<file path="config.mk">
export PLATFORM = sky130hd
export DESIGN_NAME = alu_mul_sequencer
export DESIGN_NICKNAME = d
export VERILOG_FILES = /design/src/rtl/alu_pkg.sv /design/src/rtl/alu_mul_sequencer.sv
export SDC_FILE = /design/constraint.sdc
export NUM_CORES = 1
export LEC_CHECK = 0
export BUFFER_PORTS_ARGS = -buffer_cell sky130_fd_sc_hd__buf_4
export CORE_MARGIN = 4
export CORE_UTILIZATION = 26
export DETAILED_ROUTE_END_ITERATION = 7
export GPL_TIMING_DRIVEN = 0
export PLACE_DENSITY = 0.59
export SYNTH_ARGS = -nofsm -noshare
export SYNTH_HDL_FRONTEND = slang
export SYNTH_SLANG_ARGS = --single-unit
</file>
<file path="constraint.sdc">
create_clock -name Clock -period 2 [get_ports Clock]
set_input_delay 0.4 -clock Clock [delete_from_list [all_inputs] [get_ports Clock]]
set_output_delay 0.4 -clock Clock [all_outputs]
set_load 0.01 [all_outputs]
</file>
<file path="src/rtl/alu_pkg.sv">
// Shared ALU opcode encodings, datapath width and the multiply sequencer state type.
// Used by alu_mul_sequencer; the SIGNED_MUL_EN states exist in the enum in every build.
package alu_pkg;

  localparam int ALU_W = 24;

  localparam logic [2:0] OP_AND = 3'b000;
  localparam logic [2:0] OP_OR  = 3'b001;
  localparam logic [2:0] OP_ADD = 3'b010;
  localparam logic [2:0] OP_SLT = 3'b011;
  localparam logic [2:0] OP_SLL = 3'b110;

  typedef enum logic [2:0] {
    IDLE,
    NEG_A,
    NEG_B,
    CALC,
    FIX_LO,
    FIX_HI,
    DONE
  } mulseq_state_t;

endpackage

</file>
<file path="src/rtl/alu_mul_sequencer.sv">
// Shift-add WIDTHxWIDTH multiplier that borrows the shared external ALU, one add per bit.
// Optional signed support (sign-magnitude pre/post negation) is enabled by SIGNED_MUL_EN.
module alu_mul_sequencer
  import alu_pkg::*;
#(
  parameter int WIDTH = ALU_W,
  parameter int CNT_W = 5
) (
  input  logic             Clock,
  input  logic             Reset,
  input  logic             Start,
  input  logic [WIDTH-1:0] Multiplicand,
  input  logic [WIDTH-1:0] Multiplier,
  input  logic             Signed,
  output logic             Busy,
  output logic             Done,
  output logic [WIDTH-1:0] ProdHi,
  output logic [WIDTH-1:0] ProdLo,
  output logic             AluOwn,
  output logic [WIDTH-1:0] AluA,
  output logic [WIDTH-1:0] AluB,
  output logic             AluAInvert,
  output logic             AluBNegate,
  output logic [2:0]       AluOp,
  input  logic [WIDTH-1:0] AluResult,
  input  logic             AluCarryOut
);

  mulseq_state_t    r_state, w_state_nxt;
  logic [WIDTH-1:0] r_mcand, w_mcand_nxt;
  logic [WIDTH-1:0] r_prod_hi, w_prod_hi_nxt;
  logic [WIDTH-1:0] r_prod_lo, w_prod_lo_nxt;
  logic [CNT_W-1:0] r_cnt, w_cnt_nxt;
  logic             r_busy;
  logic             r_done;
  logic [WIDTH:0]   w_sum;

`ifdef SIGNED_MUL_EN
  logic r_neg, w_neg_nxt;
  logic r_carry, w_carry_nxt;
`else
  logic w_unused_signed;
  assign w_unused_signed = Signed;
`endif

  assign Busy   = r_busy;
  assign AluOwn = r_busy;
  assign Done   = r_done;
  assign ProdHi = r_prod_hi;
  assign ProdLo = r_prod_lo;

  // Next-state, datapath updates and ALU operand drive.
  always_comb begin
    w_state_nxt   = r_state;
    w_mcand_nxt   = r_mcand;
    w_prod_hi_nxt = r_prod_hi;
    w_prod_lo_nxt = r_prod_lo;
    w_cnt_nxt     = r_cnt;
    w_sum         = '0;
    AluA          = '0;
    AluB          = '0;
    AluAInvert    = 1'b0;
    AluBNegate    = 1'b0;
    AluOp         = OP_AND;
`ifdef SIGNED_MUL_EN
    w_neg_nxt     = r_neg;
    w_carry_nxt   = r_carry;
`endif
    case (r_state)
      IDLE: begin
        if (Start) begin
          w_mcand_nxt   = Multiplicand;
          w_prod_lo_nxt = Multiplier;
          w_prod_hi_nxt = '0;
          w_cnt_nxt     = '0;
`ifdef SIGNED_MUL_EN
          w_neg_nxt     = Signed & (Multiplicand[WIDTH-1] ^ Multiplier[WIDTH-1]);
          w_state_nxt   = Signed ? NEG_A : CALC;
`else
          w_state_nxt   = CALC;
`endif
        end else begin
          w_state_nxt = IDLE;
        end
      end
      CALC: begin
        AluA  = r_prod_hi;
        AluB  = r_mcand;
        AluOp = OP_ADD;
        // Carry-out becomes the new top bit so no product bit is lost in the shift.
        w_sum = r_prod_lo[0] ? {AluCarryOut, AluResult} : {1'b0, r_prod_hi};
        w_prod_hi_nxt = w_sum[WIDTH:1];
        w_prod_lo_nxt = {w_sum[0], r_prod_lo[WIDTH-1:1]};
        w_cnt_nxt     = r_cnt + CNT_W'(1);
        if (r_cnt == CNT_W'(WIDTH - 1)) begin
`ifdef SIGNED_MUL_EN
          w_state_nxt = r_neg ? FIX_LO : DONE;
`else
          w_state_nxt = DONE;
`endif
        end else begin
          w_state_nxt = CALC;
        end
      end
`ifdef SIGNED_MUL_EN
      NEG_A: begin
        AluB       = r_mcand;
        AluBNegate = 1'b1;
        AluOp      = OP_ADD;
        if (r_mcand[WIDTH-1]) begin
          w_mcand_nxt = AluResult;
        end else begin
          w_mcand_nxt = r_mcand;
        end
        w_state_nxt = NEG_B;
      end
      NEG_B: begin
        AluB       = r_prod_lo;
        AluBNegate = 1'b1;
        AluOp      = OP_ADD;
        if (r_prod_lo[WIDTH-1]) begin
          w_prod_lo_nxt = AluResult;
        end else begin
          w_prod_lo_nxt = r_prod_lo;
        end
        w_state_nxt = CALC;
      end
      FIX_LO: begin
        AluB          = r_prod_lo;
        AluBNegate    = 1'b1;
        AluOp         = OP_ADD;
        w_prod_lo_nxt = AluResult;
        // A zero low word means the +1 of the two's complement ripples into the high word.
        w_carry_nxt   = (r_prod_lo == '0);
        w_state_nxt   = FIX_HI;
      end
      FIX_HI: begin
        if (r_carry) begin
          AluB       = r_prod_hi;
          AluBNegate = 1'b1;
          AluOp      = OP_ADD;
        end else begin
          AluA       = r_prod_hi;
          AluAInvert = 1'b1;
          AluB       = '1;
          AluOp      = OP_AND;
        end
        w_prod_hi_nxt = AluResult;
        w_state_nxt   = DONE;
      end
`endif
      DONE: begin
        w_state_nxt = IDLE;
      end
      default: begin
        w_state_nxt = IDLE;
      end
    endcase
  end

  // State, datapath and status registers with synchronous reset.
  always_ff @(posedge Clock) begin
    if (Reset) begin
      r_state   <= IDLE;
      r_mcand   <= '0;
      r_prod_hi <= '0;
      r_prod_lo <= '0;
      r_cnt     <= '0;
      r_busy    <= 1'b0;
      r_done    <= 1'b0;
`ifdef SIGNED_MUL_EN
      r_neg     <= 1'b0;
      r_carry   <= 1'b0;
`endif
    end else begin
      r_state   <= w_state_nxt;
      r_mcand   <= w_mcand_nxt;
      r_prod_hi <= w_prod_hi_nxt;
      r_prod_lo <= w_prod_lo_nxt;
      r_cnt     <= w_cnt_nxt;
      r_busy    <= (w_state_nxt != IDLE);
      r_done    <= (w_state_nxt == DONE);
`ifdef SIGNED_MUL_EN
      r_neg     <= w_neg_nxt;
      r_carry   <= w_carry_nxt;
`endif
    end
  end

endmodule
</file>
=== Word-level counts from Yosys, hierarchy flattened ===
Index checks and enable logic that the tools add are counted.

* Register bits: 82
* Input bits: 77
* Output and inout bits: 104
* Word-level logic and storage cells: 30

* $add $sub $neg: 1
* Equal/unequal tests: 4
* Muxes and demuxes: 13
* Reduce and logical (&&, ||, !) cells: 5

{| class="wikitable"
|+ Operator list
! cell !! count
|-
| 24-bit two-way mux || 4
|-
| 24-bit one-hot mux with 2 select lines || 2
|-
| 25-bit two-way mux || 1
|-
| 5-bit one-hot mux with 2 select lines || 1
|-
| 3-bit one-hot mux with 2 select lines || 1
|-
| 5-bit by 1-bit adder with 5-bit output, second input constant || 1
|-
| 5-bit == test, second input constant || 1
|-
| 5-bit two-way mux || 1
|-
| 2-bit two-way mux || 2
|-
| 2-bit AND reduction || 2
|-
| 3-bit by 2-bit == test with 1-bit output, second input constant || 1
|-
| 3-bit == test, second input constant || 1
|-
| 3-bit zero test || 1
|-
| 3-bit two-way mux || 1
|-
| 3-bit nonzero test || 1
|-
| 2-bit inequality test, second input constant || 1
|-
| 2-bit nonzero test || 1
|}

=== Logic depth before layout (Yosys ltp) ===
Gate-level depths: netlist of the first run.

* Word-level depth: 4
* Mapped depth: 7
* Mapped depth without buffers: 4

=== Worst setup path before layout of the first run ===
No wires, ideal clock.

* Kind: reg-to-output
* Start point: register r_state[2]
* End point: output AluA[10]
* Data arrival time: 1.244 ns
* Data required time: 1.600 ns
* Path slack: 0.356 ns
* Stages on the path, launching flop included: 7
* Path buffers: 3
* Cells stage by stage: dfxtp_1 -> nand3b_1 -> buf_4 -> inv_4 -> buf_4 -> clkbuf_1 -> and2_1

* Word-level cells in the longest chain between the ends: 2

{| class="wikitable"
|+ Ends and longest elaborated chain
! item !! line !! text
|-
| from (decl) || alu_mul_sequencer.sv:29 || <nowiki>mulseq_state_t r_state, w_state_nxt;</nowiki>
|-
| from (signal assigned) || alu_mul_sequencer.sv:176 || <nowiki>r_state <= w_state_nxt;</nowiki>
|-
| 3-bit by 2-bit == test with 1-bit output || alu_mul_sequencer.sv:69 || <nowiki>case (r_state)</nowiki>
|-
| 24-bit two-way mux || alu_mul_sequencer.sv:69 ||
|-
| to (decl) || alu_mul_sequencer.sv:20 || <nowiki>output logic [WIDTH-1:0] AluA,</nowiki>
|}

Every way passes these cells.

=== Final worst setup path of the first run ===
* Start point: register r_state[2]
* End point: output AluA[13]

Same word-level chain as after synthesis.

==> results of run 1 <==
critical path: stages, from the launching register on:
cell	delay (ps)
dfxtp_2	320
nand3b_1	160
buf_6	140
inv_8	70
buf_8	120
clkbuf_16	150
and2_4	130
buf_4	110
layout make-up:
type | count | area, sq um
clock buffers | 14 | 264
multi-input cells | 301 | 1950
fillers | 1464 | 8660
plain buffers | 42 | 332
clock inverters | 2 | 35.0
inverters | 1 | 11.3
repair buffers | 179 | 1360
well taps | 184 | 230
flip-flops and latches | 82 | 1650
cells in the mapped netlist, drive strengths merged:
library cell  count
nand2b            3
clkbuf           14
buf              28
nor3              1
a211oi            1
a311oi           27
nand3b            1
a41oi             2
inv               1
nor2b             1
nand3             6
ha                1
conb              1
nor4b             1
nand2           100
nand4b            1
mux2i            23
o2bb2ai          23
and2             48
nor2             26
or4b              1
dfxtp            82
a21oi            31
worst min-delay path by stage:
stage                     slack (ps)  cells past startpoint                        to
after floorplan                  430                      2   r_mcand[0]$_SDFFE_PP0P_
final                            310                      3  r_mcand[19]$_SDFFE_PP0P_
after global routing             300                      3   r_mcand[9]$_SDFFE_PP0P_
after detailed placement         440                      2  r_mcand[21]$_SDFFE_PP0P_
after global placement           440                      2  r_mcand[21]$_SDFFE_PP0P_
after CTS                        290                      3  r_mcand[19]$_SDFFE_PP0P_
logic make-up (layout without fill, tap and decap cells):
group | count (synthesis) | after routing | share of synthesized area
AND/OR/NAND/NOR | 189 | 189 | 0.234
AO/OA/AOI/OAI | 84 | 84 | 0.201
flip-flops | 82 | 82 | 0.429
buffers and inverters | 43 | 238 | 0.0719
multiplexers | 23 | 23 | 0.0602
adder cells (fa/ha/maj) | 1 | 1 | 0.00327
other | 1 | 4 | 0.000980
metrics by stage:
step	hold slack (ps)	cells
3_5_place_dp	445	785
5_1_grt	302	805
6_report	311	805
4_1_cts	293	805
3_3_place_gp	439	785
2_1_floorplan	432	426
flip-flops by register name, indices dropped and copies added (netlist names):
signal,cells
ProdLo,24
r_state,3
ProdHi,24
AluOwn,1
Done,1
r_mcand,24
r_cnt,5
placed cells by master (no fill, tap or decap), types with 2 or more instances in the layout:
| cell | netlist | layout |
|---|---|---|
| buf_4 | 8 | 182 |
| nand2_1 | 100 | 100 |
| dfxtp_1 | 82 | 79 |
| and2_1 | 48 | 38 |
| a21oi_1 | 31 | 31 |
| nor2_1 | 26 | 26 |
| a311oi_2 | 24 | 24 |
| mux2i_1 | 23 | 23 |
| o2bb2ai_1 | 23 | 23 |
| buf_6 | 9 | 13 |
| clkbuf_1 | 14 | 12 |
| buf_2 | 11 | 11 |
| and2_4 | 0 | 10 |
| clkbuf_16 | 0 | 10 |
| nand3_1 | 6 | 6 |
| conb_1 | 1 | 4 |
| buf_8 | 0 | 3 |
| nand2b_1 | 3 | 3 |
| a311oi_1 | 3 | 3 |
| dfxtp_2 | 0 | 3 |
| clkbuf_4 | 0 | 2 |
| a41oi_1 | 2 | 2 |
| clkbuf_8 | 0 | 2 |
power by group through the flow:
stage          Sequential [mW]  Clock (mW)  Combinational, mW
6_report                  1.76        1.69              0.611
5_1_grt                   1.77        1.81              0.670
4_1_cts                   1.76        1.75              0.619
3_5_place_dp              1.80           0              0.608
3_3_place_gp              1.80           0              0.601
2_1_floorplan             1.81           0              0.323
timing repair:
action,in CTS,in global routing
hold buffers,0,0
setup buffers,4,0
gates resized for setup,20,18
cloned,0,0
setup endpoints to repair,49,35
routing by layer:
layer,share of wire,vias up
li1,-,1827
met1,0.43,1703
met2,0.47,133
met3,0.077,18
met4,0.020,0
met5,0,-
==> results.py, run 1 <==
metrics = {
    "power_and_ir_drop": {
        "clockPowerShare": 0.415,
        "p_leak_nw": 2.52,
        "p_int_mw": 3.06,
        "p_comb_frac": 0.150,
        "p_switching_mw": 1.00,
        "power_mw": 4.06,
        "seqPwrFrac": 0.434,
        "ir_drop_mv": 0.291,
        "p_per_area_nw_per_um2": 698,
        "sw_frac_of_total": 0.246,
    },
    "floorplanning": {
        "row_count": 44,
        "start_util": 0.264,
        "die_area_sq_um": 16700,
        "die_w_um": 129,
        "io_pins": 181,
        "fp.dieH_um": 129,
        "core_area_sq_um": 14500,
    },
    "min_path": {
        "hold_start": "Multiplicand[19]",
        "hp-class": "primary input to flip-flop",
    },
    "timing": {
        "grt_setup_unrepaired": "true",
        "hold_violations": 0,
        "period_share": 0.969,
        "relSlewSlack": 0.531,
        "max_freq_mhz": 516,
        "setup-tns-final_ps": 0,
        "fin_ws_ps": 61.5,
        "setup_viol": 0,
        "slew_viol_final": 0,
        "tightest_slew_ps": 701,
        "final.setup_skew_ps": 5.13,
        "period_minus_slack_ps": 1940,
    },
    "clock_tree": {
        "clk_pin_slew_ps": 60,
        "numCtsBuffers": 9,
        "cts_tree": "done",
        "clock_path_buffers": 2,
        "htree_num_levels": 3,
        "ctsRootBufferMaster": "clkbuf_16",
        "clock-sinks": 82,
        "insertion_delay_ps": 340,
    },
    "logic_synthesis": {
        "ys_types": 26,
        "netlist_top_cells_area": "dfxtp_1, nand2_1, a311oi_2, and2_1, mux2i_1",
        "synth_top_area_cell": "dfxtp_1",
        "synth.avg_cell_area_sq_um": 9.05,
        "yosysSeqAreaShare": 0.429,
        "yosys.area.top_type_share": 0.429,
        "yosysWarnings": 0,
        "synth_area_sq_um": 3830,
        "ys_ff_latch": 82,
        "synth_cells": 423,
    },
    "outcome": {
        "status": "completed",
    },
    "critical_path": {
        "crit_fanout": 10,
        "r2r.worst_path.cells": 5,
        "r2r_end": "ProdLo[13]$_SDFFE_PP0P_",
        "crit_end": "AluA[13]",
        "crit_start": "r_state[2]$_SDFF_PP0_",
        "critPathRequiredTime_ps": 1600,
        "r2r_setup_slack_ps": 220,
        "startpoint_type": "flip-flop",
        "path_class": "flip-flop to output pin",
        "rr_startpoint": "r_state[2]$_SDFF_PP0_",
        "cp-end-kind": "output pin",
        "worstPathArrival_ps": 1540,
    },
    "global_routing": {
        "top_usage_layer": "met2",
        "antenna_found_initial": 0,
        "grt_pass1_vias": 3644,
        "grt_start_max_net_pins": 13,
        "grt_usage": 0.142,
        "grt_pass1_wl_um": 18700,
        "grt_use_met1": 0.176,
        "use_met3": 0.0404,
        "gr-total-overflow": 0,
        "use_met2": 0.232,
    },
    "route": {
        "via_per_inst": 4.57,
        "drtPass1Iterations": 4,
        "drc": 0,
        "routed_wirelength_um": 12100,
        "drtIter0Drc": 72,
        "wl_per_cell_um": 15.0,
        "antenna_left": 0,
        "num_vias": 3681,
    },
    "placed_design": {
        "postPlaceCellArea_sq_um": 5380,
        "hpwl_um": 9190,
        "place_ws_ps": -23.1,
        "globalplace.congestion": 0.799,
        "portBuffers": 175,
    },
    "final_layout": {
        "diodes": 0,
        "drive_above_1_share": 0.427,
        "fin_util": 0.402,
        "fin_area_sq_um": 5820,
        "nNetsFinal": 694,
        "area.growth.synth_to_final_pct": 52.1,
    },
    "job": {
        "cap_violations": 0,
    },
}
No activity file was read; power rests on OpenSTA's default activity.
==> inputs of run 2 (changes only) <==
Settings changed: ABC_AREA from default to 1.
==> run 2 against run 1 <==
Against the previous run:
- die area is essentially flat
- critical path depth shrank 1
- synthesized area is essentially flat
- combinational power shrank 5.1%
- global-route usage grew 0.28 points
- fmax grew 2.6%
- flip-flop and latch count is the same
==> results.py, run 2 <==
metrics = {
    "placed_design": {
        "globalplace.congestion": 0.792,
        "dp_cells": 969,
        "place_ws_ps": 239,
        "portBuffers": 174,
        "hpwl_um": 9380,
    },
    "floorplanning": {
        "io_pins": 181,
        "die_area_sq_um": 16700,
        "fp.dieH_um": 129,
        "start_util": 0.264,
        "core_area_sq_um": 14500,
        "die_w_um": 129,
        "row_count": 44,
    },
    "critical_path": {
        "cp_slowest_cell": "dfxtp_1",
        "critPathRequiredTime_ps": 1600,
        "r2r_end": "ProdHi[5]$_SDFFE_PP0P_",
        "path_class": "flip-flop to output pin",
        "r2r_setup_slack_ps": 650,
        "r2r.worst_path.cells": 6,
        "worstPathArrival_ps": 1490,
        "crit_start": "r_state[2]$_SDFF_PP0_",
        "cp-end-kind": "output pin",
        "rr_startpoint": "r_state[2]$_SDFF_PP0_",
        "startpoint_type": "flip-flop",
        "crit_fanout": 10,
        "crit_buf_inv": 4,
        "crit_family": "buffers and inverters",
        "path_depth": 6,
        "cpPeakStageDelay_ps": 330,
        "cp_cell_sequence": "inv_2 > nand3_4 > buf_6 > clkbuf_4 > nor2_1 > buf_4",
    },
    "clock_tree": {
        "htree_num_levels": 3,
        "numCtsBuffers": 9,
        "clock_path_buffers": 2,
        "cts_tree": "done",
        "clock-sinks": 82,
        "ctsRootBufferMaster": "clkbuf_16",
        "clk_pin_slew_ps": 60,
        "insertion_delay_ps": 340,
    },
    "min_path": {
        "hp-class": "primary input to flip-flop",
        "hold_start": "Multiplicand[8]",
        "hold_path_end": "r_mcand[8]$_SDFFE_PP0P_",
        "hold_path_depth": 3,
    },
    "logic_synthesis": {
        "synth_top_flop_cell": "dfxtp_1",
        "synthTopCellsByCount": "nand2_1, nor2_1, dfxtp_1",
        "synth_cells": 608,
        "ys_ff_latch": 82,
        "yosysSeqAreaShare": 0.429,
        "synth_top_area_cell": "dfxtp_1",
        "synth_edf_count": 0,
        "ys_types": 23,
        "yosysWarnings": 0,
        "synth_area_sq_um": 3820,
        "synth.avg_cell_area_sq_um": 6.29,
        "yosysMostFrequentCell": "nand2_1",
        "yosys.area.top_type_share": 0.429,
        "async_flop_share": 0,
        "netlist_top_cells_area": "dfxtp_1, nand2_1, nor2_1, o21ai_0, inv_1",
    },
    "route": {
        "antenna_left": 0,
        "drc": 0,
        "routed_wirelength_um": 12300,
        "drtIter0Drc": 200,
        "via_per_inst": 4.19,
        "num_vias": 4125,
        "drtPass1Iterations": 4,
        "wl_per_cell_um": 12.5,
    },
    "global_routing": {
        "grt_usage": 0.145,
        "grt_pass1_vias": 3850,
        "grt_start_max_net_pins": 14,
        "antenna_found_initial": 0,
        "gr-total-overflow": 0,
        "grt_pass1_wl_um": 19200,
    },
    "final_layout": {
        "drive_above_1_share": 0.283,
        "final_cell_mix": "nand2_1, buf_4, nor2_1",
        "area.growth.synth_to_final_pct": 49.0,
        "fillers": 1640,
        "multi_input_area_sq_um": 1770,
        "seqCellArea_sq_um": 1640,
        "diodes": 0,
        "layout_commonest_cell": "nand2_1",
        "nNetsFinal": 874,
        "fin_cells": 985,
    },
    "timing": {
        "setup_viol": 0,
        "tightest_slew_ps": 571,
        "hold_violations": 0,
        "whs_ps": 310,
        "relSlewSlack": 0.619,
        "grt_setup_unrepaired": "false",
        "slew_viol_final": 0,
        "fin_ws_ps": 110,
        "final.setup_skew_ps": 6.91,
        "setup-tns-final_ps": 0,
        "period_share": 0.945,
        "max_freq_mhz": 529,
        "period_minus_slack_ps": 1890,
    },
    "outcome": {
        "status": "completed",
    },
    "power_and_ir_drop": {
        "p_switching_mw": 1.02,
        "p_leak_nw": 2.87,
        "sw_frac_of_total": 0.254,
        "p_per_area_nw_per_um2": 704,
        "p_comb_frac": 0.145,
        "ir_drop_mv": 0.350,
        "seqPwrFrac": 0.445,
        "p_int_mw": 2.99,
        "clockPowerShare": 0.410,
    },
    "job": {
        "cap_violations": 0,
    },
}
-- run 2: final cells by class --
type,count,area share
Buffer,41,0.0406
Clock buffer,11,0.0426
Clock inverter,5,0.00944
Inverter,57,0.0376
Multi-Input combinational cell,431,0.311
Sequential cell,82,0.289
Tap cell,184,0.0404
Timing Repair Buffer,174,0.229
-- run 2: power by group through the flow --
stage	Sequential [mW]	Combinational [mW]	Clock [mW]
2_1_floorplan	1.83	0.291	0
3_3_place_gp	1.82	0.586	0
3_5_place_dp	1.82	0.590	0
4_1_cts	1.79	0.592	1.71
5_1_grt	1.80	0.661	1.76
6_report	1.79	0.580	1.65
-- run 2: logic make-up (layout without fill, tap and decap cells) --
logic type	count (synthesis)	after routing	share of synthesized area
AND/OR/NAND/NOR	372	372	0.383
buffers and inverters	98	288	0.112
flip-flops	82	82	0.429
AO/OA/AOI/OAI	54	54	0.0714
adder cells (fa/ha/maj)	1	1	0.00327
other	1	4	0.000981
-- run 2: tightest hold or removal path, delay by kind of cell --
family                 cells  cell delay (ps)
buffers and inverters      1               70
AO/OA/AOI/OAI              1               70
AND/OR/NAND/NOR            1               70
-- run 2: worst max path at each step --
| stage | to |
|---|---|
| 2_1_floorplan | AluA[10] |
| 3_3_place_gp | AluB[8] |
| 3_5_place_dp | AluB[8] |
| 4_1_cts | AluB[8] |
| 5_1_grt | AluB[8] |
| 6_report | AluB[8] |
-- run 2: layer usage --
metal  part of all wire  vias to the layer above  track usage
li1                   -                     2208            -
met1               0.46                     1793        0.191
met2               0.45                      115        0.228
met3              0.083                        9       0.0507
met4             0.0088                        0       0.0352
met5                  0                        -            0
-- run 2: repair_timing --
| item | 4_1_cts | 5_1_grt |
|---|---|---|
| hold buffers | 0 | 0 |
| resized for setup | 5 | 6 |
| setup endpoints to repair | 48 | 40 |
| buffers inserted | 0 | 0 |
-- run 2: per-stage QoR --
stage          utilization  cell area, sq um  total power, mW
2_1_floorplan            -              3830             2.12
5_1_grt              0.393              5700             4.22
4_1_cts              0.392              5680             4.09
3_5_place_dp         0.371              5370             2.41
3_3_place_gp         0.371              5370             2.40
6_report             0.393              5700             4.01
==> inputs of run 3 (changes only) <==
Settings changed: PLACE_DENSITY 0.59 to 0.61.
Clock period 2 ns to 1.7 ns, I/O delays scaled along.
==> run 3 against run 2 <==
Against the previous run:
- register-to-register slack worse by 440 ps
- final area is 6.6% higher
- sequential share of layout area is 1.7 points lower
- critical path type unchanged
- critical endpoint is now AluA[1]
- largest cell class unchanged
==> results.py, run 3 (synthesized netlist as in run 2, its figures left out) <==
metrics = {
    "timing": {
        "setup_viol": 0,
        "relSlewSlack": 0.648,
        "slew_viol_final": 0,
        "fin_ws_ps": 1.80,
        "grt_setup_unrepaired": "true",
        "period_minus_slack_ps": 1700,
        "hold_violations": 0,
        "tightest_slew_ps": 528,
        "final.setup_skew_ps": 7.83,
        "setup-tns-final_ps": 0,
        "max_freq_mhz": 589,
        "period_share": 0.999,
    },
    "outcome": {
        "status": "completed",
    },
    "floorplanning": {
        "io_pins": 181,
        "core_area_sq_um": 14500,
        "fp.dieH_um": 129,
        "start_util": 0.264,
        "die_w_um": 129,
        "die_area_sq_um": 16700,
        "row_count": 44,
    },
    "critical_path": {
        "cp-end-kind": "output pin",
        "startpoint_type": "flip-flop",
        "cpPeakStageDelay_ps": 320,
        "cp_slowest_cell": "dfxtp_2",
        "critPathRequiredTime_ps": 1360,
        "crit_buf_inv": 4,
        "path_class": "flip-flop to output pin",
        "cp_cell_sequence": "inv_2 > nand3_4 > buf_12 > buf_8 > nor2_4 > buf_4",
        "crit_family": "buffers and inverters",
        "crit_fanout": 10,
        "worstPathArrival_ps": 1360,
    },
    "placed_design": {
        "globalplace.congestion": 0.757,
        "hpwl_um": 9450,
        "place_ws_ps": 21.3,
        "dp_cells": 969,
        "portBuffers": 174,
    },
    "route": {
        "drc": 0,
        "via_per_inst": 4.30,
        "drtIter0Drc": 200,
        "antenna_left": 0,
        "drtPass1Iterations": 4,
        "wl_per_cell_um": 13.0,
        "routed_wirelength_um": 12900,
        "num_vias": 4260,
    },
    "clock_tree": {
        "cts_hold_buf": 0,
        "ctsRootBufferMaster": "clkbuf_16",
        "clock-sinks": 82,
        "insertion_delay_ps": 340,
        "clock_path_buffers": 2,
        "numCtsBuffers": 9,
        "cts_tree": "done",
        "htree_num_levels": 3,
        "clk_pin_slew_ps": 60,
    },
    "global_routing": {
        "grt_start_max_net_pins": 13,
        "grt_usage": 0.147,
        "antenna_found_initial": 0,
        "gr-total-overflow": 0,
        "grt_pass1_vias": 3875,
        "grt_pass1_wl_um": 19500,
    },
    "final_layout": {
        "layout_commonest_cell": "nand2_1",
        "fin_util": 0.419,
        "drive_above_1_share": 0.327,
        "area.growth.synth_to_final_pct": 58.9,
        "diodes": 0,
        "fin_cells": 991,
        "final_cell_mix": "nand2_1, buf_4, dfxtp_1",
        "nNetsFinal": 880,
    },
    "power_and_ir_drop": {
        "p_per_area_nw_per_um2": 759,
        "ir_drop_mv": 0.416,
        "p_leak_nw": 2.93,
        "power_mw": 4.61,
    },
    "min_path": {
        "hp-class": "primary input to flip-flop",
    },
    "job": {
        "cap_violations": 0,
    },
}
## run 3: cell count changes in the layout (fill, tap and decap cells not counted), sizes merged
cell	previous run	this run
buf	199	208
clkinv	4	1
bufinv	1	0
clkinvlp	0	1
## run 3: what timing repair did
item / in CTS / in global routing
setup buffers: 3 / 1
endpoints found under the setup margin: 49 / 46
gates resized for setup: 20 / 84
hold endpoints to repair: 0 / 0
cloned: 0 / 2
pin swaps: 0 / 0
## run 3: worst reg2reg max path, cell delays in order (launching register included)
cell,delay (ps)
dfxtp_2,320
inv_2,70
buf_4,100
nand2_1,40
nor2_1,400
buf_2,330
nor2_1,60
nor2_1,100
## run 3: path summary, 6_finish.rpt
| kind | start | end | slack, ps | cells past startpoint |
|---|---|---|---|---|
| hold / removal | Multiplicand[5] | r_mcand[5]$_SDFFE_PP0P_ | 250 | 3 |
| hold reg to reg | ProdHi[18]$_SDFFE_PP0P_ | ProdHi[18]$_SDFFE_PP0P_ | 460 | 2 |
| setup reg to reg | r_state[2]$_SDFF_PP0_ | r_mcand[20]$_SDFFE_PP0P_ | 210 | 7 |
| setup / recovery | r_state[2]$_SDFF_PP0_ | AluA[1] | 2 | 6 |
## run 3: report_power, final
part           total (mW)  internal [mW]  switching (mW)
registers            2.10           2.03          0.0720
logic               0.727          0.335           0.392
clock network        1.78           1.03           0.753
total                4.61           3.39            1.22
## run 3: final cells by class
type	count	area, sq um
Clock buffer	14	254
Sequential cell	82	1650
Buffer	41	289
Fill cell	1571	8410
Inverter	57	214
Multi-Input combinational cell	431	1960
Timing Repair Buffer	180	1460
Clock inverter	2	12.5
Tap cell	184	230
## run 3: metrics by stage
step,hold slack [ps],area (sq um)
3_5_place_dp,456,5370
5_1_grt,253,6070
2_1_floorplan,449,3830
6_report,250,6070
3_3_place_gp,451,5370
4_1_cts,233,5710
## run 3: routing by layer
metal | wire length, um | global-route usage
met3 | 903 | 0.0375
met5 | 0 | 0
met2 | 5930 | 0.231
met1 | 5890 | 0.195
met4 | 188 | 0.0568
